--- config.mk ---
export PLATFORM = sky130hd
export DESIGN_NAME = irq_ctx_ctrl
export DESIGN_NICKNAME = d
export VERILOG_FILES = /design/src/rtl/irq_ctx_ctrl.sv
export SDC_FILE = /design/constraint.sdc
export NUM_CORES = 1
export LEC_CHECK = 0
export CAP_MARGIN = 20
export CORE_ASPECT_RATIO = 0.9
export CORE_MARGIN = 2
export CORE_UTILIZATION = 38
export CTS_BUF_LIST = sky130_fd_sc_hd__clkbuf_2
export CTS_CLUSTER_DIAMETER = 150
export DETAILED_ROUTE_END_ITERATION = 7
export PLACE_DENSITY = 0.93
export SETUP_SLACK_MARGIN = 0.5
export SLEW_MARGIN = 20
export SYNTH_ARGS = -nofsm -noshare
export SYNTH_HDL_FRONTEND = slang
export SYNTH_SLANG_ARGS = --single-unit
--- constraint.sdc ---
create_clock -name clk -period 4.95 [get_ports clk]
set_input_delay 1.2375 -clock clk [delete_from_list [all_inputs] [get_ports clk]]
set_output_delay 1.2375 -clock clk [all_outputs]
set_load 0.05 [all_outputs]
--- src/rtl/irq_ctx_ctrl.sv ---
// Interrupt context controller: saves PC/flags into r12/r13 through the shared write port
// and restores them on IRET. Optional macro IRQ_EDGE_EN selects edge-triggered requests.
module irq_ctx_ctrl #(
    parameter logic [31:0] VEC_ADDR = 32'd0,
    parameter logic [3:0]  PC_REG   = 4'd12,
    parameter logic [3:0]  FLAG_REG = 4'd13
) (
    input  logic        clk,
    input  logic        rst,
    input  logic        irq_req,
    input  logic        iret,
    input  logic [31:0] pc_ex,
    input  logic [1:0]  flags_in,
    input  logic        wb_en,
    input  logic [3:0]  wb_rd,
    input  logic [31:0] wb_data,
    input  logic [31:0] rf_rdata,
    output logic        rf_we,
    output logic [3:0]  rf_waddr,
    output logic [31:0] rf_wdata,
    output logic        rf_rsel,
    output logic [3:0]  rf_raddr,
    output logic        stall,
    output logic        redirect,
    output logic [31:0] redirect_pc,
    output logic [1:0]  flags_out,
    output logic        flags_valid,
    output logic        irq_ack,
    output logic        in_isr,
    output logic [2:0]  state_dbg
);

    typedef enum logic [2:0] {
        IDLE, SAVE_PC, SAVE_FLAGS, VECTOR, IN_ISR, RESTORE_FLAGS, RESTORE_PC
    } state_t;

    state_t      state, state_nxt;
    logic [31:0] saved_pc;
    logic [1:0]  saved_flags;
    logic        take_irq;
    logic        ctl_we;
    logic [3:0]  ctl_waddr;
    logic [31:0] ctl_wdata;
    logic [31:0] pc_rd_val;
    logic [1:0]  flag_rd_val;

    assign state_dbg = state;

`ifdef IRQ_EDGE_EN
    logic irq_q, irq_pend, irq_edge;
    assign irq_edge = irq_req & ~irq_q;
    assign take_irq = (state == IDLE) & (irq_edge | irq_pend);

    // One-deep pending latch for edges seen while busy.
    always_ff @(posedge clk) begin
        if (rst) begin
            irq_q    <= 1'b0;
            irq_pend <= 1'b0;
        end else begin
            irq_q <= irq_req;
            if (take_irq)
                irq_pend <= 1'b0;
            else if (irq_edge && state != IDLE)
                irq_pend <= 1'b1;
        end
    end
`else
    assign take_irq = (state == IDLE) & irq_req;
`endif

    // A same-cycle writeback to the register being restored is newer than the RF copy.
    assign pc_rd_val   = (wb_en && wb_rd == PC_REG)   ? wb_data      : rf_rdata;
    assign flag_rd_val = (wb_en && wb_rd == FLAG_REG) ? wb_data[1:0] : rf_rdata[1:0];

    always_comb begin
        state_nxt   = state;
        stall       = 1'b0;
        redirect    = 1'b0;
        redirect_pc = 32'd0;
        irq_ack     = 1'b0;
        in_isr      = 1'b0;
        rf_rsel     = 1'b0;
        rf_raddr    = 4'd0;
        ctl_we      = 1'b0;
        ctl_waddr   = 4'd0;
        ctl_wdata   = 32'd0;
        case (state)
            IDLE: begin
                if (take_irq) begin
                    irq_ack   = 1'b1;
                    state_nxt = SAVE_PC;
                end
            end
            SAVE_PC: begin
                stall = 1'b1;
                if (!wb_en) begin
                    ctl_we    = 1'b1;
                    ctl_waddr = PC_REG;
                    ctl_wdata = saved_pc;
                    state_nxt = SAVE_FLAGS;
                end
            end
            SAVE_FLAGS: begin
                stall = 1'b1;
                if (!wb_en) begin
                    ctl_we    = 1'b1;
                    ctl_waddr = FLAG_REG;
                    ctl_wdata = {30'b0, saved_flags};
                    state_nxt = VECTOR;
                end
            end
            VECTOR: begin
                stall       = 1'b1;
                redirect    = 1'b1;
                redirect_pc = VEC_ADDR;
                state_nxt   = IN_ISR;
            end
            IN_ISR: begin
                in_isr = 1'b1;
                if (iret)
                    state_nxt = RESTORE_FLAGS;
            end
            RESTORE_FLAGS: begin
                stall     = 1'b1;
                rf_rsel   = 1'b1;
                rf_raddr  = FLAG_REG;
                state_nxt = RESTORE_PC;
            end
            RESTORE_PC: begin
                stall       = 1'b1;
                rf_rsel     = 1'b1;
                rf_raddr    = PC_REG;
                redirect    = 1'b1;
                redirect_pc = pc_rd_val;
                state_nxt   = IDLE;
            end
            default: state_nxt = IDLE;
        endcase
        // Reset aborts any sequence: no controller write or redirect in that cycle.
        if (rst) begin
            state_nxt   = IDLE;
            stall       = 1'b0;
            redirect    = 1'b0;
            redirect_pc = 32'd0;
            irq_ack     = 1'b0;
            in_isr      = 1'b0;
            rf_rsel     = 1'b0;
            rf_raddr    = 4'd0;
            ctl_we      = 1'b0;
            ctl_waddr   = 4'd0;
            ctl_wdata   = 32'd0;
        end
    end

    // Pipeline writeback always owns the port when it wants it.
    always_comb begin
        rf_we    = wb_en | ctl_we;
        rf_waddr = wb_en ? wb_rd   : ctl_waddr;
        rf_wdata = wb_en ? wb_data : ctl_wdata;
    end

    always_ff @(posedge clk) begin
        if (rst) begin
            state       <= IDLE;
            saved_pc    <= 32'd0;
            saved_flags <= 2'd0;
            flags_out   <= 2'd0;
            flags_valid <= 1'b0;
        end else begin
            state       <= state_nxt;
            flags_valid <= 1'b0;
            if (take_irq) begin
                saved_pc    <= pc_ex;
                saved_flags <= flags_in;
            end
            if (state == RESTORE_FLAGS) begin
                flags_out   <= flag_rd_val;
                flags_valid <= 1'b1;
            end
        end
    end

endmodule
==> summary.md, run 1 <==
| Metric | Value |
|---|---|
| Run status | `finished clean` |
| Post-CTS Setup Repair Bufs | `0` |
| Final Setup Violations | `0` |
| Clock sinks | `40` |
| P per Cell Area | `187.7 nW/um^2` |
| Seq/Total Area, Yosys | `31.22%` |
| Final min period | `4.143 ns` |
| Synth warn | `0` |
| DRT Pass-1 Iters | `4` |
| Worst rel slew slack | `65.04%` |
| Syn Inst Count | `370` |
| Worst min path class | `reg -> reg` |
| Worst Setup End Kind | `output pin` |
| Number of synthesized register bits | `40` |
| Least-Margin Pin Slew | `0.5237 ns` |
| CTS Root Cell | `clkbuf_2` |
| Final cell count without fillers | `627` |
| M1 GR Usage | `a little over 30%` |
| Buf+Inv Stages, Crit Path | `3` |
| GRT Util Overall | `27.16%` |
| Post-Place Worst Slack | `0.8094 ns` |
| Clk pin slew, worst setup/hold paths | `approximately 0.18 ns` |
| Cts hold-fix bufs | `0` |
| Final period util | `a little over four fifths` |
| FP Rows | `28` |
| Worst vdd ir | `between 100 and 150 uV` |
| Antenna cells | `0` |
| RD Place Congestion | `0.7956` |
| First-pass GRT wire length | `roughly 16 mm` |
| Per-cell routed wire length | `between 15 and 20 um` |
| Worst hold path startpoint | `saved_pc[16]` |
| Critical path class | `in -> out` |
| Setup TNS | `0 ns` |
| Total wire length | `10.56 mm` |
| Fin worst setup slack | `~0.81 ns` |
| CP max stage cell | `clkdlybuf4s50_1` |
| Post-synth cell types | `35` |
| Dpl hpwl | `between 7 and 8 mm` |
| Worst path max stage delay | `between 0.6 and 0.7 ns` |
| Final hold violation count | `0` |
| Mapped cell area | `around 2600 sq um` |
| Drt drc | `0` |
| Critical path's most frequent cell | `buf_4` |
| Async SR Flop Fraction | `0%` |
| GR Util met3 | `under 10%` |
| Number of flops mapped to enable cells by yosys | `0` |
| Die Wd | `slightly above 90 um` |
| Global route overflow | `0` |
| Nets | `between 600 and 700` |
| Max clock buf depth | `2` |
| Largest net degree at the start of global routing | `36` |
| 1st-iter DRT viols | `about 110` |
| Setup slack, reg-to-reg | `about 3.2 ns` |
| Critical path startpoint category | `input port` |
| Hold depth | `2` |
| WHS Endpoint | `saved_pc[16]` |
| Gr busiest metal | `met2` |
| Most frequent cells in the layout | `clkdlybuf4s50_1, nand2_1, a21oi_1, buf_4, dfxtp_1` |
| CTS tree | `done` |
| Worst-skew pair later-pin latency | `about 0.39 ns` |
| Cts bufs inserted | `5` |
| Fillcell total | `approximately 500` |
| P_leak | `between 1.5 and 2 nW` |
| H-tree Lvls | `2` |
| Max Clk Rate | `around 0.24 GHz` |
| Mapped Avg Cell Area | `6.932 sq um` |
| CP Cell Sequence | `clkdlybuf4s50_1 > and4b_1 > buf_4 > nand3_1 > a21oi_1 > buf_4` |
| Synthesized net count | `about 480` |
| Initial antenna violation count | `0` |
| CORE AREA | `~6600 sq um` |
| Commonest non-fill, non-tap cell in the layout | `clkdlybuf4s50_1` |
| IO buf count | `189` |
| Area grow syn2layout | `86.34%` |
| Detailed-route vias per instance | `roughly 5.5` |
| DIE AREA | `about 7400 sq um` |
| Reg2Reg Depth | `4` |
| Top Family by Delay on Critical Path | `buffers and inverters` |
| Slew Viols, Final | `0` |
| Crit. path cell count | `6` |
| Via count | `3464` |
| Reg2reg end | `saved_pc[0]` |
| Vias in the first global route | `about 3.3k` |
| Die Span Y | `roughly 82 um` |
| Dpl cells | `619` |
| Worst r2r src | `state_dbg[0]` |
| Starting density of the core | `39.15%` |
| Share of cells above drive strength 1 | `18.44%` |
| Clock Skew | `0.02340 ns` |
| Crit path max fanout | `14` |
| RSZ-0062 raised after global routing | `false` |
| Routed Antenna Nets | `0` |
| CP Launch Point | `wb_en` |
| Synth Flop Type | `dfxtp_1` |
| Met2 usage | `between 50% and 60%` |
| Post-CTS Resized | `0` |
| Max Cap Violations | `0` |
| # IOs | `between 150 and 200` |
| CP Data Arrival Time | `just under 3 ns` |
| Critical Path RT | `between 3 and 4 ns` |
[routing by layer]
metal  wire length [um]  up-vias
met5                  0        -
met4                197        0
met3                829       19
met2               5569      174
met1               3959     1631
li1                   -     1640
[kinds of logic (layout without fill, tap and decap cells)]
kind of cell	after synthesis	count (layout)	share of synthesized area, %
buffers and inverters	47	214	9.219
flip-flops	40	40	31.22
AO/OA/AOI/OAI	144	144	33.61
other	1	1	0.1462
XOR/XNOR	1	1	0.3415
multiplexers	2	2	0.8293
AND/OR/NAND/NOR	135	135	24.63
[worst max-delay path by stage]
stage | to | slack, ns
finish | redirect_pc[20] | 0.81
global route | rf_wdata[2] | 0.71
CTS | rf_wdata[8] | 0.80
detailed placement | rf_wdata[2] | 0.81
global placement | redirect_pc[1] | 0.84
floorplan | rf_raddr[2] | 0.53
[Yosys cell counts, drive strengths merged, types with 2 or more instances]
| cell type | number | share of area (%) |
|---|---|---|
| a221o | 2 | 0.78 |
| nor2 | 8 | 1.2 |
| a311oi | 2 | 0.68 |
| nand2b | 4 | 0.98 |
| o21ai | 38 | 7.4 |
| a31oi | 2 | 0.49 |
| a22o | 31 | 11 |
| nand2 | 73 | 11 |
| a21oi | 67 | 13 |
| clkbuf | 20 | 2.9 |
| and2 | 2 | 0.49 |
| dfxtp | 40 | 31 |
| nand3 | 35 | 6.8 |
| nor2b | 2 | 0.49 |
| nor3 | 2 | 0.59 |
| and3 | 2 | 0.49 |
| buf | 25 | 6.0 |
[area by class of cell]
class,count,area [sq um],area share (%)
Sequential cell,40,800.8,16.75
Multi-Input combinational cell,283,1528,31.96
Clock inverter,1,3.754,0.07853
Clock buffer,7,35.03,0.7330
Tap cell,90,112.6,2.356
Timing Repair Buffer,204,2292,47.96
Inverter,2,7.507,0.1571
[flip-flops by register name (all words and copies together) (netlist names)]
signal	count
saved_pc	32
state_dbg	3
flags_out	2
saved_flags	2
flags_valid	1
[stage by stage]
stage          cell area (sq um)  utilization, %  total power, mW  hold slack (ns)
6_report                    4780           72.96           0.8972           0.4669
5_1_grt                     4780           72.96           0.9376           0.4881
4_1_cts                     4780           72.96           0.8997           0.4697
3_5_place_dp                4741           72.36           0.7632           0.4477
3_3_place_gp                4741           72.36           0.7522           0.4419
2_1_floorplan               2565               -           0.5571           0.4319
[where the power goes]
part | leakage [nW] | internal (mW) | switching (mW)
clock | 0.0306 | 0.0379 | 0.102
combinational | 1.50 | 0.194 | 0.201
sequential | 0.328 | 0.345 | 0.0172
total | 1.86 | 0.577 | 0.320
[tightest hold or removal path: cells and delay by family, from the launching register on]
family	cells	cell delay, ns
flip-flops	1	0.35
AND/OR/NAND/NOR	1	0.05
AO/OA/AOI/OAI	1	0.05
Note: power is estimated with default switching activity, not from simulation.
==> run 2, diff against run 1 <==
--- a/config.mk
+++ b/config.mk
@@ -8,11 +8,11 @@
 export CAP_MARGIN = 20
 export CORE_ASPECT_RATIO = 0.9
 export CORE_MARGIN = 2
-export CORE_UTILIZATION = 38
+export CORE_UTILIZATION = 32
 export CTS_BUF_LIST = sky130_fd_sc_hd__clkbuf_2
 export CTS_CLUSTER_DIAMETER = 150
 export DETAILED_ROUTE_END_ITERATION = 7
-export PLACE_DENSITY = 0.93
+export PLACE_DENSITY = 0.84
 export SETUP_SLACK_MARGIN = 0.5
 export SLEW_MARGIN = 20
 export SYNTH_ARGS = -nofsm -noshare
==> constraint.sdc (replaced) <==
create_clock -name clk -period 3.45 [get_ports clk]
set_input_delay 0.8625 -clock clk [delete_from_list [all_inputs] [get_ports clk]]
set_output_delay 0.8625 -clock clk [all_outputs]
set_load 0.05 [all_outputs]
==> summary.md, run 2 (synthesis gave the netlist of run 1 again) <==
| Metric | Value |
|---|---|
| Run status | `finished clean` |
| P_leak | `roughly 2 nW` |
| DIE AREA | `slightly below 9000 sq um` |
| DRT Pass-1 Iters | `4` |
| Clk pin slew, worst setup/hold paths | `~0.20 ns` |
| Die Wd | `around 98 um` |
| Critical path startpoint category | `input port` |
| Reg2reg end | `saved_pc[21]` |
| Final Setup Violations | `0` |
| Starting density of the core | `33.50%` |
| Routed Antenna Nets | `0` |
| CORE AREA | `between 7000 and 8000 sq um` |
| First-pass GRT wire length | `approximately 18 mm` |
| Vias in the first global route | `approximately 3.5k` |
| Commonest non-fill, non-tap cell in the layout | `clkdlybuf4s50_1` |
| # IOs | `191` |
| Cts bufs inserted | `5` |
| Fillcell total | `roughly 560` |
| Share of cells above drive strength 1 | `about 34%` |
| Global route overflow | `0` |
| Flip-flop count of the largest register after layout | `32` |
| GRT Util Overall | `approximately a quarter` |
| Reg2Reg Depth | `5` |
| Cts hold-fix bufs | `0` |
| Worst-skew pair later-pin latency | `0.38 ns` |
| Final hold violation count | `0` |
| 1st-iter DRT viols | `between 100 and 150` |
| Worst r2r src | `state_dbg[1]` |
| Detailed-route vias per instance | `5.481` |
| CTS Root Cell | `clkbuf_2` |
| Slew Viols, Final | `0` |
| CP endpoint | `redirect_pc[0]` |
| P per Cell Area | `241.4 nW/um^2` |
| Worst vdd ir | `156.3 uV` |
| Critical path class | `in -> out` |
| Clock sinks | `40` |
| H-tree Lvls | `2` |
| Worst rel slew slack | `64.23%` |
| Drt drc | `0` |
| Dpl hpwl | `just under 9 mm` |
| Worst Setup End Kind | `output pin` |
| CTS tree | `done` |
| Worst min path class | `reg -> reg` |
| Final period util | `84.14%` |
| FP Rows | `30` |
| IO buf count | `189` |
| CP Launch Point | `wb_rd[1]` |
| Layout Utilization | `between 70% and 80%` |
| Max Cap Violations | `0` |
| Most frequent cells in the layout | `clkdlybuf4s50_1, nand2_1, buf_12, dfxtp_1, a21oi_1` |
| Area grow syn2layout | `117.3%` |
| Max Clk Rate | `about 0.34 GHz` |
| Antenna cells | `0` |
| RD Place Congestion | `about 0.84` |
| Clock Skew | `about 0.0053 ns` |
| Critical Path RT | `~2.6 ns` |
| Least-Margin Pin Slew | `~0.53 ns` |
| Setup slack, reg-to-reg | `1.83 ns` |
| Nets | `656` |
| Largest net degree at the start of global routing | `35` |
| Per-cell routed wire length | `18.20 um` |
| Max clock buf depth | `2` |
| Via count | `3541` |
| Setup TNS | `0 ns` |
| Initial antenna violation count | `0` |
| RSZ-0062 raised after global routing | `true` |
| CP Data Arrival Time | `2.04 ns` |
| Final min period | `around 2.9 ns` |
| Crit path max fanout | `8` |
| Die Span Y | `around 90 um` |
| Total wire length | `11.76 mm` |
| Biggest register | `saved_pc` |
[run 2: changes by cell type in the layout (fill, tap and decap cells not counted), sizes merged]
cell           delta
buf              +19
clkbuf            +2
clkdlybuf4s50    -10
dlygate4sd2       +2
[run 2: worst max-delay path, cell delays in order]
cell	delay, ns
buf_2	0.12
and4b_2	0.35
buf_6	0.14
buf_16	0.12
nand3_1	0.09
a21oi_2	0.14
buf_4	0.22
[run 2: layer usage]
metal / global-route usage, % / share of wire [%]
met1: 28.12 / 38
met2: 49.60 / 53
met3: 5.317 / 7.4
met4: 8.468 / 1.6
met5: 0 / 0
[run 2: repair_timing]
action / CTS / global route
resized for setup: 108 / 12
buffers inserted: 3 / 0
pin swaps: 4 / 4
gates cloned: 3 / 0
setup endpoints to repair: 71 / 52
[run 2: metrics by stage]
stage	cells	worst slack (ns)	hold slack, ns	cell area [sq um]	total power, mW
4_1_cts	646	0.5005	0.4677	5559	1.348
5_1_grt	646	0.4898	0.4854	5573	1.405
2_1_floorplan	370	0.2177	0.4319	2950	0.8163
3_5_place_dp	632	0.08566	0.4446	5182	1.123
6_report	646	0.5471	0.4668	5573	1.345
3_3_place_gp	632	0.1253	0.4400	5182	1.111
[run 2: how the worst min path moves through the flow]
stage                    from             end  slack (ns)  depth (start not counted)
6_report       saved_flags[1]  saved_flags[1]        0.47                          2
5_1_grt        saved_flags[1]  saved_flags[1]        0.49                          2
4_1_cts        saved_flags[1]  saved_flags[1]        0.47                          2
3_5_place_dp   saved_flags[1]  saved_flags[1]        0.44                          2
3_3_place_gp   saved_flags[1]  saved_flags[1]        0.44                          2
2_1_floorplan  saved_flags[0]  saved_flags[0]        0.43                          2
[run 2: where the power goes]
| group | total (mW) | switching (mW) | internal (mW) |
|---|---|---|---|
| clock | 0.210 | 0.155 | 0.0544 |
| combinational | 0.618 | 0.321 | 0.298 |
| sequential | 0.518 | 0.0217 | 0.496 |
[run 2: layout make-up]
cell class / count / area (sq um) / area share [%]
clock buffer: 7 / 35.03 / 0.6286
clock inverter: 1 / 3.754 / 0.06736
inverter: 2 / 8.758 / 0.1572
multi-input combinational: 283 / 2039 / 36.60
sequential: 40 / 803.3 / 14.41
tap: 96 / 120.1 / 2.155
timing repair buffer: 217 / 2562 / 45.98
